File: config.mk
export PLATFORM = sky130hd
export DESIGN_NAME = cont_dato_mod_flat
export DESIGN_NICKNAME = d
export VERILOG_FILES = /design/src/rtl/cont_dato_pkg.sv /design/src/rtl/cont_dato_if.sv /design/src/rtl/cont_rep_fsm.sv /design/src/rtl/cont_dato.sv /design/src/flat_wrapper.sv
export SDC_FILE = /design/constraint.sdc
export NUM_CORES = 1
export LEC_CHECK = 0
export ABC_AREA = 1
export CAP_MARGIN = 15
export CORE_MARGIN = 2
export CORE_UTILIZATION = 35
export DETAILED_ROUTE_END_ITERATION = 8
export DONT_BUFFER_PORTS = 1
export SLEW_MARGIN = 20
export SYNTH_ARGS = -nofsm -noshare
export SYNTH_HDL_FRONTEND = slang
export SYNTH_HIERARCHICAL = 1
export SYNTH_SLANG_ARGS = --single-unit
File: constraint.sdc
create_clock -name clk -period 3.05 [get_ports clk]
set_clock_uncertainty 0.05 [all_clocks]
set_input_delay 0.4575 -clock clk [delete_from_list [all_inputs] [get_ports clk]]
set_output_delay 0.4575 -clock clk [all_outputs]
set_load 0.05 [all_outputs]
File: src/rtl/cont_dato_pkg.sv
// Shared types for the up/down counter: repeat FSM states, BCD width and the
// binary-to-BCD helper used for the display output.
package cont_dato_pkg;

  localparam int BCD_W = 8;

  typedef enum logic [1:0] {
    IDLE = 2'd0,
    WAIT = 2'd1,
    RPT  = 2'd2
  } rep_state_t;

  // Counts never exceed 99, so one tens digit and one units digit suffice.
  function automatic logic [BCD_W-1:0] to_bcd(input logic [6:0] v);
    logic [3:0] tens;
    logic [3:0] units;
    tens  = 4'(v / 7'd10);
    units = 4'(v % 7'd10);
    return {tens, units};
  endfunction

endpackage

File: src/rtl/cont_dato_if.sv
// Counter front-panel bundle: button/load controls in, count and wrap pulses out.
interface cont_dato_if #(
  parameter int DAT_W = 7
);
  logic                               en;
  logic                               aum;
  logic                               dism;
  logic                               load;
  logic [DAT_W-1:0]                   load_val;
  logic [DAT_W-1:0]                   dat_sal;
  logic [cont_dato_pkg::BCD_W-1:0]    bcd_sal;
  logic                               carry;
  logic                               borrow;

  modport master (
    output en, aum, dism, load, load_val,
    input  dat_sal, bcd_sal, carry, borrow
  );

  modport slave (
    input  en, aum, dism, load, load_val,
    output dat_sal, bcd_sal, carry, borrow
  );
endinterface

File: src/rtl/cont_rep_fsm.sv
// Button edge detect plus hold-to-repeat FSM producing single-cycle step ticks.
// Latency: ticks are combinational from the inputs and registered edge/FSM state.
// Backpressure: none; load, en=0 or both buttons held park the FSM in IDLE.
module cont_rep_fsm
  import cont_dato_pkg::*;
#(
  parameter int REP_DLY = 50_000_000,
  parameter int REP_PER = 10_000_000
) (
  input  logic clk,
  input  logic reset,
  input  logic en,
  input  logic aum,
  input  logic dism,
  input  logic load,
  output logic up_tick,
  output logic dn_tick
);

  localparam int HOLD_MAX = (REP_DLY > REP_PER) ? REP_DLY : REP_PER;
  localparam int CW       = $clog2(HOLD_MAX) + 1;
  localparam logic [CW-1:0] DLY_LAST = CW'(REP_DLY - 1);
  localparam logic [CW-1:0] PER_LAST = CW'(REP_PER - 1);

  rep_state_t    state, state_nxt;
  logic          dir_up, dir_up_nxt;
  logic [CW-1:0] hold_cnt, hold_cnt_nxt;
  logic          aum_q, dism_q;
  logic          up_rise, dn_rise, held;

  assign up_rise = aum & ~aum_q & ~dism;
  assign dn_rise = dism & ~dism_q & ~aum;
  assign held    = dir_up ? (aum & ~dism) : (dism & ~aum);

  always_comb begin
    state_nxt    = state;
    dir_up_nxt   = dir_up;
    hold_cnt_nxt = hold_cnt;
    up_tick      = 1'b0;
    dn_tick      = 1'b0;
    if (load || !en || (aum && dism)) begin
      state_nxt    = IDLE;
      hold_cnt_nxt = '0;
    end else if (state != IDLE && held) begin
      if ((state == WAIT && hold_cnt == DLY_LAST) ||
          (state == RPT  && hold_cnt == PER_LAST)) begin
        up_tick      = dir_up;
        dn_tick      = ~dir_up;
        hold_cnt_nxt = '0;
        state_nxt    = RPT;
      end else begin
        hold_cnt_nxt = hold_cnt + 1'b1;
      end
    end else begin
      // A release can coincide with a fresh press of the other button.
      state_nxt    = IDLE;
      hold_cnt_nxt = '0;
      if (up_rise) begin
        up_tick    = 1'b1;
        dir_up_nxt = 1'b1;
        state_nxt  = WAIT;
      end else if (dn_rise) begin
        dn_tick    = 1'b1;
        dir_up_nxt = 1'b0;
        state_nxt  = WAIT;
      end
    end
  end

  always_ff @(posedge clk or negedge reset) begin
    if (!reset) begin
      state    <= IDLE;
      dir_up   <= 1'b0;
      hold_cnt <= '0;
      aum_q    <= 1'b0;
      dism_q   <= 1'b0;
    end else begin
      state    <= state_nxt;
      dir_up   <= dir_up_nxt;
      hold_cnt <= hold_cnt_nxt;
      aum_q    <= aum;
      dism_q   <= dism;
    end
  end

endmodule

File: src/rtl/cont_dato.sv
// Wrapping MIN_VAL..MAX_VAL up/down counter with load, auto-repeat and BCD view.
// Latency: count moves on the edge that samples the step/load; wrap pulses same edge.
// Backpressure: none; load beats en=0 beats a step.
module cont_dato_mod
  import cont_dato_pkg::*;
#(
  parameter int MIN_VAL = 0,
  parameter int MAX_VAL = 12,
  parameter int DAT_W   = 7,
  parameter int REP_DLY = 50_000_000,
  parameter int REP_PER = 10_000_000
) (
  input logic         clk,
  input logic         reset,
  cont_dato_if.slave  bus
);

  localparam logic [DAT_W-1:0] MIN_C = DAT_W'(MIN_VAL);
  localparam logic [DAT_W-1:0] MAX_C = DAT_W'(MAX_VAL);

  logic [DAT_W-1:0] count;
  logic [DAT_W-1:0] load_clamped;
  logic             carry_q, borrow_q;
  logic             up_tick, dn_tick;

  cont_rep_fsm #(
    .REP_DLY (REP_DLY),
    .REP_PER (REP_PER)
  ) u_rep (
    .clk     (clk),
    .reset   (reset),
    .en      (bus.en),
    .aum     (bus.aum),
    .dism    (bus.dism),
    .load    (bus.load),
    .up_tick (up_tick),
    .dn_tick (dn_tick)
  );

  always_comb begin
    load_clamped = bus.load_val;
    if (bus.load_val < MIN_C)      load_clamped = MIN_C;
    else if (bus.load_val > MAX_C) load_clamped = MAX_C;
  end

  always_ff @(posedge clk or negedge reset) begin
    if (!reset) begin
      count    <= MIN_C;
      carry_q  <= 1'b0;
      borrow_q <= 1'b0;
    end else begin
      carry_q  <= 1'b0;
      borrow_q <= 1'b0;
      if (bus.load) begin
        count <= load_clamped;
      end else if (bus.en) begin
        if (up_tick) begin
          if (count == MAX_C) begin
            count   <= MIN_C;
            carry_q <= 1'b1;
          end else begin
            count <= count + 1'b1;
          end
        end else if (dn_tick) begin
          if (count == MIN_C) begin
            count    <= MAX_C;
            borrow_q <= 1'b1;
          end else begin
            count <= count - 1'b1;
          end
        end
      end
    end
  end

  assign bus.dat_sal = count;
  assign bus.bcd_sal = to_bcd(count[6:0]);
  assign bus.carry   = carry_q;
  assign bus.borrow  = borrow_q;

endmodule

File: src/flat_wrapper.sv
// flat-port wrapper written by rule: the top's interface ports become plain ports
module cont_dato_mod_flat import cont_dato_pkg::*;
#(
  parameter int MIN_VAL = 0,
  parameter int MAX_VAL = 12,
  parameter int DAT_W   = 7,
  parameter int REP_DLY = 50_000_000,
  parameter int REP_PER = 10_000_000
)
  (clk, reset, bus_en, bus_aum, bus_dism, bus_load, bus_load_val, bus_dat_sal, bus_bcd_sal, bus_carry, bus_borrow);
  cont_dato_if #(.DAT_W(DAT_W)) bus_i ();
  input logic clk;
  input logic reset;
  input wire logic [$bits(bus_i.en)-1:0] bus_en;
  input wire logic [$bits(bus_i.aum)-1:0] bus_aum;
  input wire logic [$bits(bus_i.dism)-1:0] bus_dism;
  input wire logic [$bits(bus_i.load)-1:0] bus_load;
  input wire logic [$bits(bus_i.load_val)-1:0] bus_load_val;
  output wire logic [$bits(bus_i.dat_sal)-1:0] bus_dat_sal;
  output wire logic [$bits(bus_i.bcd_sal)-1:0] bus_bcd_sal;
  output wire logic [$bits(bus_i.carry)-1:0] bus_carry;
  output wire logic [$bits(bus_i.borrow)-1:0] bus_borrow;
  assign bus_i.en = bus_en;
  assign bus_i.aum = bus_aum;
  assign bus_i.dism = bus_dism;
  assign bus_i.load = bus_load;
  assign bus_i.load_val = bus_load_val;
  assign bus_dat_sal = bus_i.dat_sal;
  assign bus_bcd_sal = bus_i.bcd_sal;
  assign bus_carry = bus_i.carry;
  assign bus_borrow = bus_i.borrow;
  cont_dato_mod #(.MIN_VAL(MIN_VAL), .MAX_VAL(MAX_VAL), .DAT_W(DAT_W), .REP_DLY(REP_DLY), .REP_PER(REP_PER)) u_core (.clk(clk), .reset(reset), .bus(bus_i));
endmodule
# Word level (Yosys, flattened, before mapping)

Cells that the tools add are included.

Bits in registers: 41
Bits in latches: 0
RAM bits: 0
Bits in read-only memories: 0
Input bits: 13
Memories: 0

Add/sub/neg operators: 3
Multipliers: 0
Div/mod/pow operators: 2
Order comparisons: 2
Equal/unequal tests: 6
Shift-type cells: 0
Mux-type cells: 37
Bitwise logic cells: 13
Reductions and logical operators: 15

Operators by type and width:

| kind                  | count |
|---|---|
| $mux 27               | 3 |
| $mux 7                | 8 |
| $add 27x1->27 const B | 1 |
| $eq 27x24->1 const B  | 1 |
| $eq 27x26->1 const B  | 1 |
| $mux 1                | 23 |
| $add 7x1->7 const B   | 1 |
| $div 7x4->7 const B   | 1 |
| $eq 7x4->1 const B    | 1 |
| $gt 7x4->1 const B    | 1 |
| $logic_not 7->1       | 1 |
| $lt 7x1->1 const B    | 1 |
| $mod 7x4->7 const B   | 1 |
| $not 1->1             | 7 |
| $sub 7x1->7 const B   | 1 |
| $and 1x1->1           | 6 |
| $mux 2                | 3 |
| $reduce_bool 2->1     | 3 |
| $logic_and 1x1->1     | 4 |
| $logic_or 1x1->1      | 3 |
| $ne 3x2->1 const B    | 1 |
| $reduce_and 3->1      | 1 |
| $reduce_bool 3->1     | 1 |
| $eq 2x1->1 const B    | 1 |
| 3 further kinds       | 3 |

# Logic depth before layout (Yosys ltp)

Gate-level depths: netlist (run 1).

Word-level depth: 11
Depth in mapped cells: 20

# Hierarchy

The synthesis (run 1) kept the hierarchy.

By module, submodules not included:

| module        | times used | cells an instance | area each (um2) | sequential area each (um2) |
|---|---|---|---|---|
| cont_rep_fsm  | 1          | 282               | 1963.1          | 800.8 |
| cont_dato_mod | 1          | 171               | 1198.6          | 225.2 |

# Worst setup path before layout (run 1)

OpenSTA, ideal clock, no wires.

Path kind: register to output
From: reg u_core.count[4], in the netlist u_core/bus.dat_sal[4]
To: out bus_bcd_sal[1]
Data arrival time: 2.960 ns
Data required time: 2.542 ns
Slack: -0.417 ns
Stages on the path, launching flop included: 21
Buffers on the path: 1
Cell sequence: dfrtp_1 > buf_6 > inv_8 > nand3_1 > nand3_2 > nand2_4 > nand2_4 > nand2_2 > nand2_2 > inv_2 > nand2_4 > nand2_4 > nand2_2 > nand2_1 > inv_1 > ha_1 > inv_1 > nand3_2 > nand3_4 > nand2_1 > nand2_1

Cells in the longest elaborated chain, start to end: 1

RTL lines:

| item                   | RTL line            | source |
|---|---|---|
| from (decl)            | cont_dato.sv:21     | `logic [DAT_W-1:0] count;` |
| from (signal assigned) | cont_dato.sv:55     | `count <= load_clamped;` |
| from (signal assigned) | cont_dato.sv:62     | `count <= count + 1'b1;` |
| from (signal assigned) | cont_dato.sv:69     | `count <= count - 1'b1;` |
| $mod 7x4->7            | cont_dato_pkg.sv:18 | `units = 4'(v % 7'd10);` |
| to (decl)              | flat_wrapper.sv:20  | `output wire logic [$bits(bus_i.bcd_sal)-1:0] bus_bcd_sal;` |

Every way passes these cells.

# Final worst setup path (run 1)

Same ends and word-level chain as after synthesis.

==> results.cfg, run 1 <==
[status]
status = completed

[synth]
synth_edf_count = 0
ys_types = 37
synth_area_um2 = 3162
netlist_instances = 453
post_synth.cell_area_avg_um2 = 6.980
async_flop_share_pct = 100.0
synth_nets = 472
yosysWarnings = 6
synth_ff_type = dfrtp_1
synth_seq_cells = 41
ys_seq_area_share_pct = 32.45

[finish]
mostFrequentLayoutCells = 94 x nand2_1, 82 x nor2_1, 59 x inv_1
area_growth_pct = 17.06
mostFrequentLayoutCell = nand2_1
regArea_um2 = 1031
antenna_cells = 0
multi_input_area_um2 = 1947
nFillCells = 860
nets = 497
layout-drive-gt1-share_pct = 20.46

[routing]
vias = 2901
ant_nets = 0
routed_wl_mm = 7.430
first_pass_iters = 4
highest_layer = met4
drt_iter0_drc = 105
wl_met1_mm = 3.617
wl_met3_um = 274
routed-wl-met2_mm = 3.507
avgRoutedWirePerCell_um = 12.66
viasPerCell = 4.942
route.detailed.drc = 0

[worst_setup_path]
rr_startpoint = u_core/u_rep/hold_cnt[0]
r2r_setup_slack_ns = 0.56
worstPathArrival_ns = 2.51
cp-end-kind = output pin
startpoint = u_core/bus.dat_sal[4]
r2r_cells = 13
endpoint = bus_bcd_sal[1]
cp-start-kind = flip-flop
critPathMaxFanout = 5
worstSetupPathType = reg2out
r2r_end = u_core/bus.dat_sal[6]
required_ns = 2.54

[global_routing]
antenna_found_initial = 0
grt_max_degree = 42
grtUsageTotal_pct = 15.64
grt_pass1_wl_mm = 12.68
grt-ovfl-total = 0
grt_pass1_vias = 2801

[sta]
layout_min_cycle_time_ns = 3.019
fin_crit_sh_pct = 98.99
worst_pin_slew_ns = 0.4497
max_clock_freq_mhz = 331.2
fin_ws_ns = 0.03089
rsz0062_at_grt = true
maxSlewHeadroom_pct = 70.04
finalMaxSlewViolations = 0
finalSetupViolCount = 0
hold_viol_final = 0

[clock_tree]
cts_buffers = 5
clockRootBuffer = clkbuf_8
cts_sinks = 41
cts.reportedPaths.clkPinSlew_ns = 0.09
cts_tree = built
clkLatencyLatePin_ns = 0.30
cts_max_level = 2
cts.path.max_buffers = 2

[place]
place_congestion = 0.8849
dp_slack_ns = 0.2848
dp_hpwl_mm = 5.476
portBuffers = 0

[pwr]
powerDensity_nw_per_um2 = 393.3
peakVddDrop_mv = 0.1751
power_mw = 1.455
power_leakage_nw = 1.662

[floorplan]
die_h_um = 99.05
core_region_area_um2 = 8721
die_area_um2 = 9810
io_pins = 30
start_util_pct = 36.26
rows = 34
die_w_um = 99.05

[flow_run]
cap_violations = 0

[worst_hold_path]
min_path_type = in2reg
worstHoldPathCells = 0
[area by class of cell]
type / count / share of cell area [%]
clock buffers: 5 / 1.859
clock inverters: 3 / 0.6761
inverters: 71 / 7.877
flip-flops and latches: 41 / 27.86
repair buffers: 25 / 5.477
multi-input cells: 334 / 52.60
well taps: 108 / 3.651
[per-stage QoR]
step	instance area (um2)	TNS, ns	hold WS [ns]	instances	utilization, %
final	3701	0	0.1238	587	42.44
after global routing	3701	-0.3061	0.09203	587	42.44
after CTS	3545	0	0.1043	578	40.65
after detailed placement	3393	0	0.1140	565	38.91
after global placement	3393	0	0.1139	565	38.91
after floorplan	3242	0	0.1119	453	-
[Yosys cell counts, types with 2 or more instances]
cell / number / area (um2)
a21oi_1: 3 / 15.01
ha_1: 6 / 75.07
nand3_1: 35 / 175.2
nand2_1: 101 / 379.1
o311ai_0: 2 / 17.52
nor2_2: 6 / 37.54
inv_2: 8 / 30.03
nor2_4: 4 / 45.04
o211ai_1: 2 / 15.01
nand2_2: 11 / 68.82
nand4_1: 11 / 68.82
xor2_1: 17 / 148.9
nand2_4: 8 / 90.09
nand3_4: 3 / 52.55
xnor2_1: 7 / 61.31
buf_6: 3 / 33.78
nor2_1: 82 / 307.8
o21ai_0: 12 / 60.06
o22ai_1: 2 / 12.51
dfrtp_1: 41 / 1026
nor3_1: 9 / 45.04
inv_1: 61 / 229.0
o21ai_1: 2 / 10.01
nand3_2: 4 / 40.04
[timing repair]
| action | in CTS | in global routing |
|---|---|---|
| endpoints found under the setup margin | 4 | 4 |
| pin swaps | 2 | 9 |
| cloned | 0 | 0 |
| endpoints found under the hold margin | 41 | 0 |
| gates resized for setup | 1 | 18 |
| hold buffers | 2 | 0 |
| setup buffers | 3 | 9 |
[cell families (layout without fill, tap and decap cells)]
family | Yosys count | in the layout | synth area share (%)
AOI/OAI and AO/OA | 27 | 27 | 5.659
buffers and inverters | 78 | 104 | 10.76
and+or+nand+nor | 277 | 277 | 42.11
DFF | 41 | 41 | 32.45
adders and majority gates | 6 | 6 | 2.374
xor gates and xnor gates | 24 | 24 | 6.648
[where the power goes]
| part | internal [mW] | switching (mW) | total (mW) |
|---|---|---|---|
| Sequential | 0.558 | 0.0117 | 0.569 |
| Combinational | 0.149 | 0.358 | 0.507 |
| Clock | 0.165 | 0.214 | 0.379 |
| Total | 0.872 | 0.584 | 1.46 |
[sequential cells by signal, summed over array words and instances (netlist names)]
register,cells
u_core/u_rep/hold_cnt,27
u_core/bus.carry,1
u_core/u_rep/dir_up,1
u_core/bus.dat_sal,7
u_core/u_rep/state,2
u_core/u_rep/dism_q,1
u_core/bus.borrow,1
u_core/u_rep/aum_q,1
[how the worst min path moves through the flow]
stage                                      endpoint     start
after floorplan                   u_core/bus.borrow     reset
after global placement    u_core/u_rep/hold_cnt[10]     reset
after detailed placement  u_core/u_rep/hold_cnt[10]     reset
after CTS                       u_core/u_rep/dism_q  bus_dism
after global routing            u_core/u_rep/dism_q  bus_dism
final                           u_core/u_rep/dism_q  bus_dism
[metal layers]
layer | GRT usage, % | up-vias
met3 | 2.979 | 4
met2 | 25.57 | 56
met1 | 21.51 | 1377
met4 | 3.583 | 0
li1 | - | 1464
met5 | 0 | -
[critical path, cell delays in order (launching register included)]
cell and delay (ns):
dfrtp_2 0.50, nor2_4 0.14, inv_2 0.06, nor2_4 0.15
inv_4 0.08, nand3_4 0.09, nand2_4 0.07, nand2_4 0.08
nand2_4 0.08, nand2_8 0.13, nand2_8 0.07, nand2_4 0.07
inv_2 0.05, ha_4 0.16, inv_4 0.06, nand3_4 0.07
nand3_4 0.09, nand2_2 0.07, nand2_4 0.17
Note: power is estimated with default switching activity, not from simulation.
==> inputs of run 2 (changes only) <==
--- a/config.mk
+++ b/config.mk
@@ -5,12 +5,15 @@
 export SDC_FILE = /design/constraint.sdc
 export NUM_CORES = 1
 export LEC_CHECK = 0
-export ABC_AREA = 1
 export CAP_MARGIN = 15
+export CELL_PAD_IN_SITES_DETAIL_PLACEMENT = 1
+export CELL_PAD_IN_SITES_GLOBAL_PLACEMENT = 1
 export CORE_MARGIN = 2
 export CORE_UTILIZATION = 35
+export CTS_BUF_LIST = sky130_fd_sc_hd__clkbuf_4
 export DETAILED_ROUTE_END_ITERATION = 8
 export DONT_BUFFER_PORTS = 1
+export PLACE_DENSITY_LB_ADDON = 0.1
 export SLEW_MARGIN = 20
 export SYNTH_ARGS = -nofsm -noshare
 export SYNTH_HDL_FRONTEND = slang
==> run 2 against run 1 <==
The run now ends with negative setup slack left; critical endpoint is now bus_bcd_sal[2]; fmax fell by 7.3%; first-iteration DRC count down 5.7%; power is 4.7% lower; sequential share of layout area grew 1.6 points; synthesized cell count down 30%; utilization increased by 0.87 points; register-to-register slack got worse by 0.38 ns; final cell count down 23%; combinational power shrank 14%; hold slack worse by 0.044 ns; area after synthesis shrank 9.2%.
==> results.cfg, run 2 <==
[worst_setup_path]
cp-start-kind = flip-flop
max_stage_delay_ns = 0.46
worstPathArrival_ns = 2.75
cp_cell_sequence = or2_4, a211o_4, xnor2_4, ha_4, nand2_4, mux2i_4, a211oi_4, mux2i_4, buf_12
cp-end-kind = output pin
crit_top_cell = mux2i_4
critPathMaxFanout = 5
slowest_stage = dfrtp_2
worstSetupPathType = reg2out
required_ns = 2.54

[finish]
area_growth_pct = 22.05
fin_area_um2 = 3505
regArea_um2 = 1031
nFillCells = 962
mostFrequentLayoutCells = 37 x dfrtp_1, 35 x buf_4, 20 x nand2_1
antenna_cells = 0
nets = 366
top_register = u_core/u_rep/hold_cnt
final_cells = 453
largest_register_ffs = 27
multi_input_area_um2 = 1863
layout-drive-gt1-share_pct = 26.15
mostFrequentLayoutCell = dfrtp_1

[routing]
viasPerCell = 5.728
ant_nets = 0
routed_wl_mm = 7.957
route.detailed.drc = 0
vias = 2595
first_pass_iters = 4
avgRoutedWirePerCell_um = 17.57
drt_iter0_drc = 99

[pwr]
peakVddDrop_mv = 0.1777
powerDensity_nw_per_um2 = 395.6
seq_power_share_pct = 40.8
pwr-share-comb_pct = 31.6
power_leakage_nw = 1.297
p_int_mw = 0.9268
clkPwrFrac_pct = 27.6
p_switching_mw = 0.4595
p_sw_share_pct = 33.15
power_mw = 1.386

[clock_tree]
cts_buffers = 5
cts_sinks = 41
clkLatencyLatePin_ns = 0.36
cts_max_level = 2
cts_tree = built
cts.reportedPaths.clkPinSlew_ns = 0.15
cts.path.max_buffers = 2
clockRootBuffer = clkbuf_4

[synth]
synth_nets = 336
yosysTopAreaCell = dfrtp_1
synth_top_area_share_pct = 35.73
post_synth.cell_area_avg_um2 = 9.058
yosysWarnings = 6
synth_seq_cells = 41
ys_seq_area_share_pct = 35.73
synth_ff_type = dfrtp_1
ys_top_cells_by_area = dfrtp_1 36%, or4_1 3.7%, a211oi_1 3.4%
ys_top_cells_by_count = 41 x dfrtp_1, 22 x nand2_1, 19 x nor3_1
synth_area_um2 = 2872
yosysMostFrequentCell = dfrtp_1
async_flop_share_pct = 100.0
synth_edf_count = 0
netlist_instances = 317
ys_types = 66

[status]
violations = negative setup slack
status = finished, violations left

[floorplan]
die_h_um = 94.58
die_area_um2 = 8944
io_pins = 30
core_region_area_um2 = 8093
rows = 33
die_w_um = 94.58
start_util_pct = 35.48

[sta]
fin_ws_ns = -0.2076
finalSetupViolCount = 4
maxSlewHeadroom_pct = 56.67
hold_viol_final = 0
fin_crit_sh_pct = 106.8
max_clock_freq_mhz = 307.0
tns_ns = -0.5662
worst_pin_slew_ns = 0.6475
finalMaxSlewViolations = 0
rsz0062_at_grt = true
layout_min_cycle_time_ns = 3.258

[place]
placed_cell_area_um2 = 3233
placed_cells = 436
portBuffers = 0
dp_hpwl_mm = 5.696
place_congestion = 0.7916

[worst_hold_path]
min_path_type = in2reg

[global_routing]
antenna_found_initial = 0
grt_max_degree = 42
grtUsageTotal_pct = 18.99
grt_pass1_wl_mm = 13.43
grt_pass1_vias = 2683
grt-ovfl-total = 0

[flow_run]
cap_violations = 0
## run 2: changes by cell type in the layout (fill, tap and decap cells not counted), sizes merged, moves of 16 or more
cell | before | now
nand3 | 42 | 8
buf | 24 | 41
or4 | 0 | 16
inv | 72 | 7
nor2 | 92 | 17
nand2 | 120 | 22
## run 2: cells by family (layout without fill, tap and decap cells)
kind of cell    Yosys count  count (layout)  synth area share, %
flops                    41              41                35.73
fa+ha+maj                 7               7                2.963
buf+inv                  26              57                4.793
mux                       4               4                1.438
xor+xnor                 16              16                4.880
simple gates            145             145                30.15
compound gates           78              78                20.04
## run 2: power groups by stage
stage | clock (mW) | combinational (mW) | sequential, mW
after floorplan | 0 | 0.255 | 0.597
after global placement | 0 | 0.361 | 0.574
after detailed placement | 0 | 0.367 | 0.576
after CTS | 0.400 | 0.422 | 0.566
after global routing | 0.419 | 0.469 | 0.568
final | 0.383 | 0.438 | 0.566
## run 2: path summary, 6_finish.rpt
path                                              to                 startpoint  slack [ns]  cells after the start
max                                   bus_bcd_sal[2]      u_core/bus.dat_sal[3]       -0.21                      9
min                               u_core/u_rep/aum_q                    bus_aum        0.08                      0
max reg2reg                    u_core/bus.dat_sal[0]  u_core/u_rep/hold_cnt[24]        0.18                      9
min reg2reg                 u_core/u_rep/hold_cnt[0]   u_core/u_rep/hold_cnt[0]        0.48                      1
max in group asynchronous        u_core/u_rep/dir_up                      reset        2.20                      2
min in group asynchronous  u_core/u_rep/hold_cnt[16]                      reset        0.55                      2
## run 2: repair_timing
item	CTS	global route
endpoints found under the hold margin	41	0
buffers inserted	7	0
hold buffers	2	0
pin swaps	5	2
gates resized for setup	9	11
setup endpoints to repair	4	6
## run 2: metal layers
| layer | vias to the layer above | wire length, um | GRT usage (%) |
|---|---|---|---|
| li1 | 1266 | - | - |
| met1 | 1287 | 4249 | 29.35 |
| met2 | 35 | 3371 | 27.86 |
| met3 | 7 | 270 | 2.793 |
| met4 | 0 | 66 | 4.227 |
| met5 | - | 0 | 0 |
## run 2: final cells by class
| class | count | area share (%) |
|---|---|---|
| inverter | 7 | 0.7497 |
| clock inverter | 2 | 1.107 |
| timing repair buffer | 42 | 10.53 |
| multi-input combinational | 250 | 53.16 |
| tap | 105 | 3.749 |
| sequential | 41 | 29.42 |
| clock buffer | 6 | 1.285 |
## run 2: worst max-delay path: cells and delay by family (launching register included)
family / cells / cell delay, ns
XOR/XNOR: 1 / 0.14
AND/OR/NAND/NOR: 2 / 0.34
buffers and inverters: 1 / 0.16
multiplexers: 2 / 0.39
flip-flops: 1 / 0.46
adder cells (fa/ha/maj): 1 / 0.19
AO/OA/AOI/OAI: 2 / 0.70
## run 2: stage by stage
stage          setup slack, ns  hold slack (ns)  util, %
2_1_floorplan          -0.5406           0.1119        -
3_3_place_gp            0.1166           0.1130    39.95
3_5_place_dp           0.03054           0.1136    39.95
4_1_cts                -0.2213          0.06677    42.73
5_1_grt                -0.3228          0.03673    43.31
6_report               -0.2076          0.07985    43.31
==> inputs of run 3 (changes only) <==
--- a/config.mk
+++ b/config.mk
@@ -8,11 +8,10 @@
 export CAP_MARGIN = 15
 export CELL_PAD_IN_SITES_DETAIL_PLACEMENT = 1
 export CELL_PAD_IN_SITES_GLOBAL_PLACEMENT = 1
-export CORE_MARGIN = 2
 export CORE_UTILIZATION = 35
 export CTS_BUF_LIST = sky130_fd_sc_hd__clkbuf_4
+export CTS_CLUSTER_DIAMETER = 100
 export DETAILED_ROUTE_END_ITERATION = 8
-export DONT_BUFFER_PORTS = 1
 export PLACE_DENSITY_LB_ADDON = 0.1
 export SLEW_MARGIN = 20
 export SYNTH_ARGS = -nofsm -noshare
==> run 3 against run 2 <==
The run still ends with negative setup slack left; first-iteration DRC count up 35%; power up 4.8%; sequential share of layout area down 2.2 points; hold slack better by 0.39 ns; critical path type unchanged.
==> results.cfg, run 3 (synthesis results as in run 2) <==
[finish]
area_growth_pct = 32.11
largest_register_ffs = 27
fin_area_um2 = 3794
mostFrequentLayoutCells = 37 x dfrtp_1, 33 x buf_4, 23 x clkdlybuf4s50_1
nets = 392
antenna_cells = 0
postLayoutCoreUtil_pct = 48.34
nFillCells = 927
top_register = u_core/u_rep/hold_cnt
layout-drive-gt1-share_pct = 24.60
mostFrequentLayoutCell = dfrtp_1
final_cells = 476

[pwr]
peakVddDrop_mv = 0.1670
pwr-share-comb_pct = 36.0
p_int_mw = 0.9791
p_sw_share_pct = 32.63
powerDensity_nw_per_um2 = 383.1
power_mw = 1.453
seq_power_share_pct = 39.1
clkPwrFrac_pct = 24.9
p_switching_mw = 0.4742
power_leakage_nw = 1.407

[floorplan]
die_h_um = 92.58
die_w_um = 92.58
rows = 32
die_area_um2 = 8570
start_util_pct = 36.59
io_pins = 30
core_region_area_um2 = 7848

[worst_setup_path]
worstPathArrival_ns = 2.80
max_stage_delay_ns = 0.47
cp-end-kind = output pin
critPathMaxFanout = 4
cp_cell_sequence = nand2b_4, nor3b_1, a211o_4, xnor2_4, ha_4, nand2b_4, a221oi_4, a211oi_4, buf_6, xnor2_4, buf_12
slowest_stage = dfrtp_2
cp-start-kind = flip-flop
cp_top_family = compound AO/OA/AOI/OAI gates
worstSetupPathType = reg2out
required_ns = 2.54
crit_buf_inv = 2

[sta]
layout_min_cycle_time_ns = 3.308
fin_ws_ns = -0.2579
fin_crit_sh_pct = 108.5
tns_ns = -0.9110
worst_pin_slew_ns = 0.6630
finalMaxSlewViolations = 0
hold_viol_final = 0
max_clock_freq_mhz = 302.3
finalSetupViolCount = 4
maxSlewHeadroom_pct = 55.64
rsz0062_at_grt = true
hold_ws_ns = 0.4675

[place]
dp_slack_ns = -0.03688
placed_cell_area_um2 = 3490
portBuffers = 29
dp_hpwl_mm = 5.800
placed_cells = 455
place_congestion = 0.8524

[worst_hold_path]
min_path_type = reg2reg

[global_routing]
grt_pass1_wl_mm = 14.88
grt_pass1_vias = 2886
antenna_found_initial = 0
grt_max_degree = 42
grtUsageTotal_pct = 21.88
grt-ovfl-total = 0

[clock_tree]
clkLatencyLatePin_ns = 0.35
cts_tree = built
cts.reportedPaths.clkPinSlew_ns = 0.13
cts_max_level = 2
cts_buffers = 5
cts.path.max_buffers = 2
cts_sinks = 41
clockRootBuffer = clkbuf_4

[routing]
avgRoutedWirePerCell_um = 17.70
ant_nets = 0
vias = 2725
route.detailed.drc = 0
viasPerCell = 5.725
routed_wl_mm = 8.425
first_pass_iters = 4
drt_iter0_drc = 134

[status]
violations = negative setup slack
status = finished, violations left

[flow_run]
cap_violations = 0
==> run 3: changes by cell type in the layout (fill, tap and decap cells not counted), sizes merged <==
cell | previous run | this run
clkdlybuf4s50 | 0 | 23
buf | 41 | 42
clkinv | 1 | 2
clkinvlp | 0 | 1
dlymetal6s2s | 0 | 1
inv | 7 | 6
==> run 3: final timing paths <==
check | startpoint | endpoint | slack [ns] | cells past startpoint
worst min register to register | u_core/u_rep/hold_cnt[0] | u_core/u_rep/hold_cnt[0] | 0.47 | 1
worst max-delay path | u_core/bus.dat_sal[4] | bus_bcd_sal[1] | -0.26 | 11
min in group asynchronous | reset | u_core/u_rep/hold_cnt[10] | 0.49 | 2
worst min-delay path | u_core/u_rep/hold_cnt[0] | u_core/u_rep/hold_cnt[0] | 0.47 | 1
max in group asynchronous | reset | u_core/bus.dat_sal[3] | 1.96 | 3
worst max register to register | u_core/u_rep/hold_cnt[18] | u_core/bus.dat_sal[3] | 0.21 | 9
==> run 3: layout make-up <==
cell class	instances	area, um2	area share [%]
Multi-Input combinational cell	250	1874	49.41
Clock buffer	5	37.54	0.9894
Clock inverter	3	41.29	1.088
Tap cell	102	127.6	3.364
Sequential cell	41	1031	27.18
Inverter	7	26.28	0.6926
Timing Repair Buffer	68	655.6	17.28
==> run 3: power groups by stage <==
stage	Sequential (mW)	Clock, mW	Combinational (mW)
2_1_floorplan	0.597	0	0.255
3_3_place_gp	0.580	0	0.434
3_5_place_dp	0.580	0	0.442
4_1_cts	0.568	0.375	0.520
5_1_grt	0.571	0.400	0.559
6_report	0.568	0.362	0.523
==> run 3: layer usage <==
metal	vias up	global-route usage, %	wire length, um
met5	-	0	0
li1	1329	-	-
met2	38	34.81	3988
met3	9	3.284	220
met1	1349	31.35	4145
met4	0	4.557	70
==> run 3: what timing repair did <==
| action | 4_1_cts | 5_1_grt |
|---|---|---|
| setup buffers | 6 | 5 |
| setup endpoints to repair | 4 | 6 |
| endpoints found under the hold margin | 0 | 15 |
| cloned | 0 | 0 |
| pin swaps | 7 | 7 |
| resized for setup | 15 | 7 |
| hold buffers | 0 | 1 |
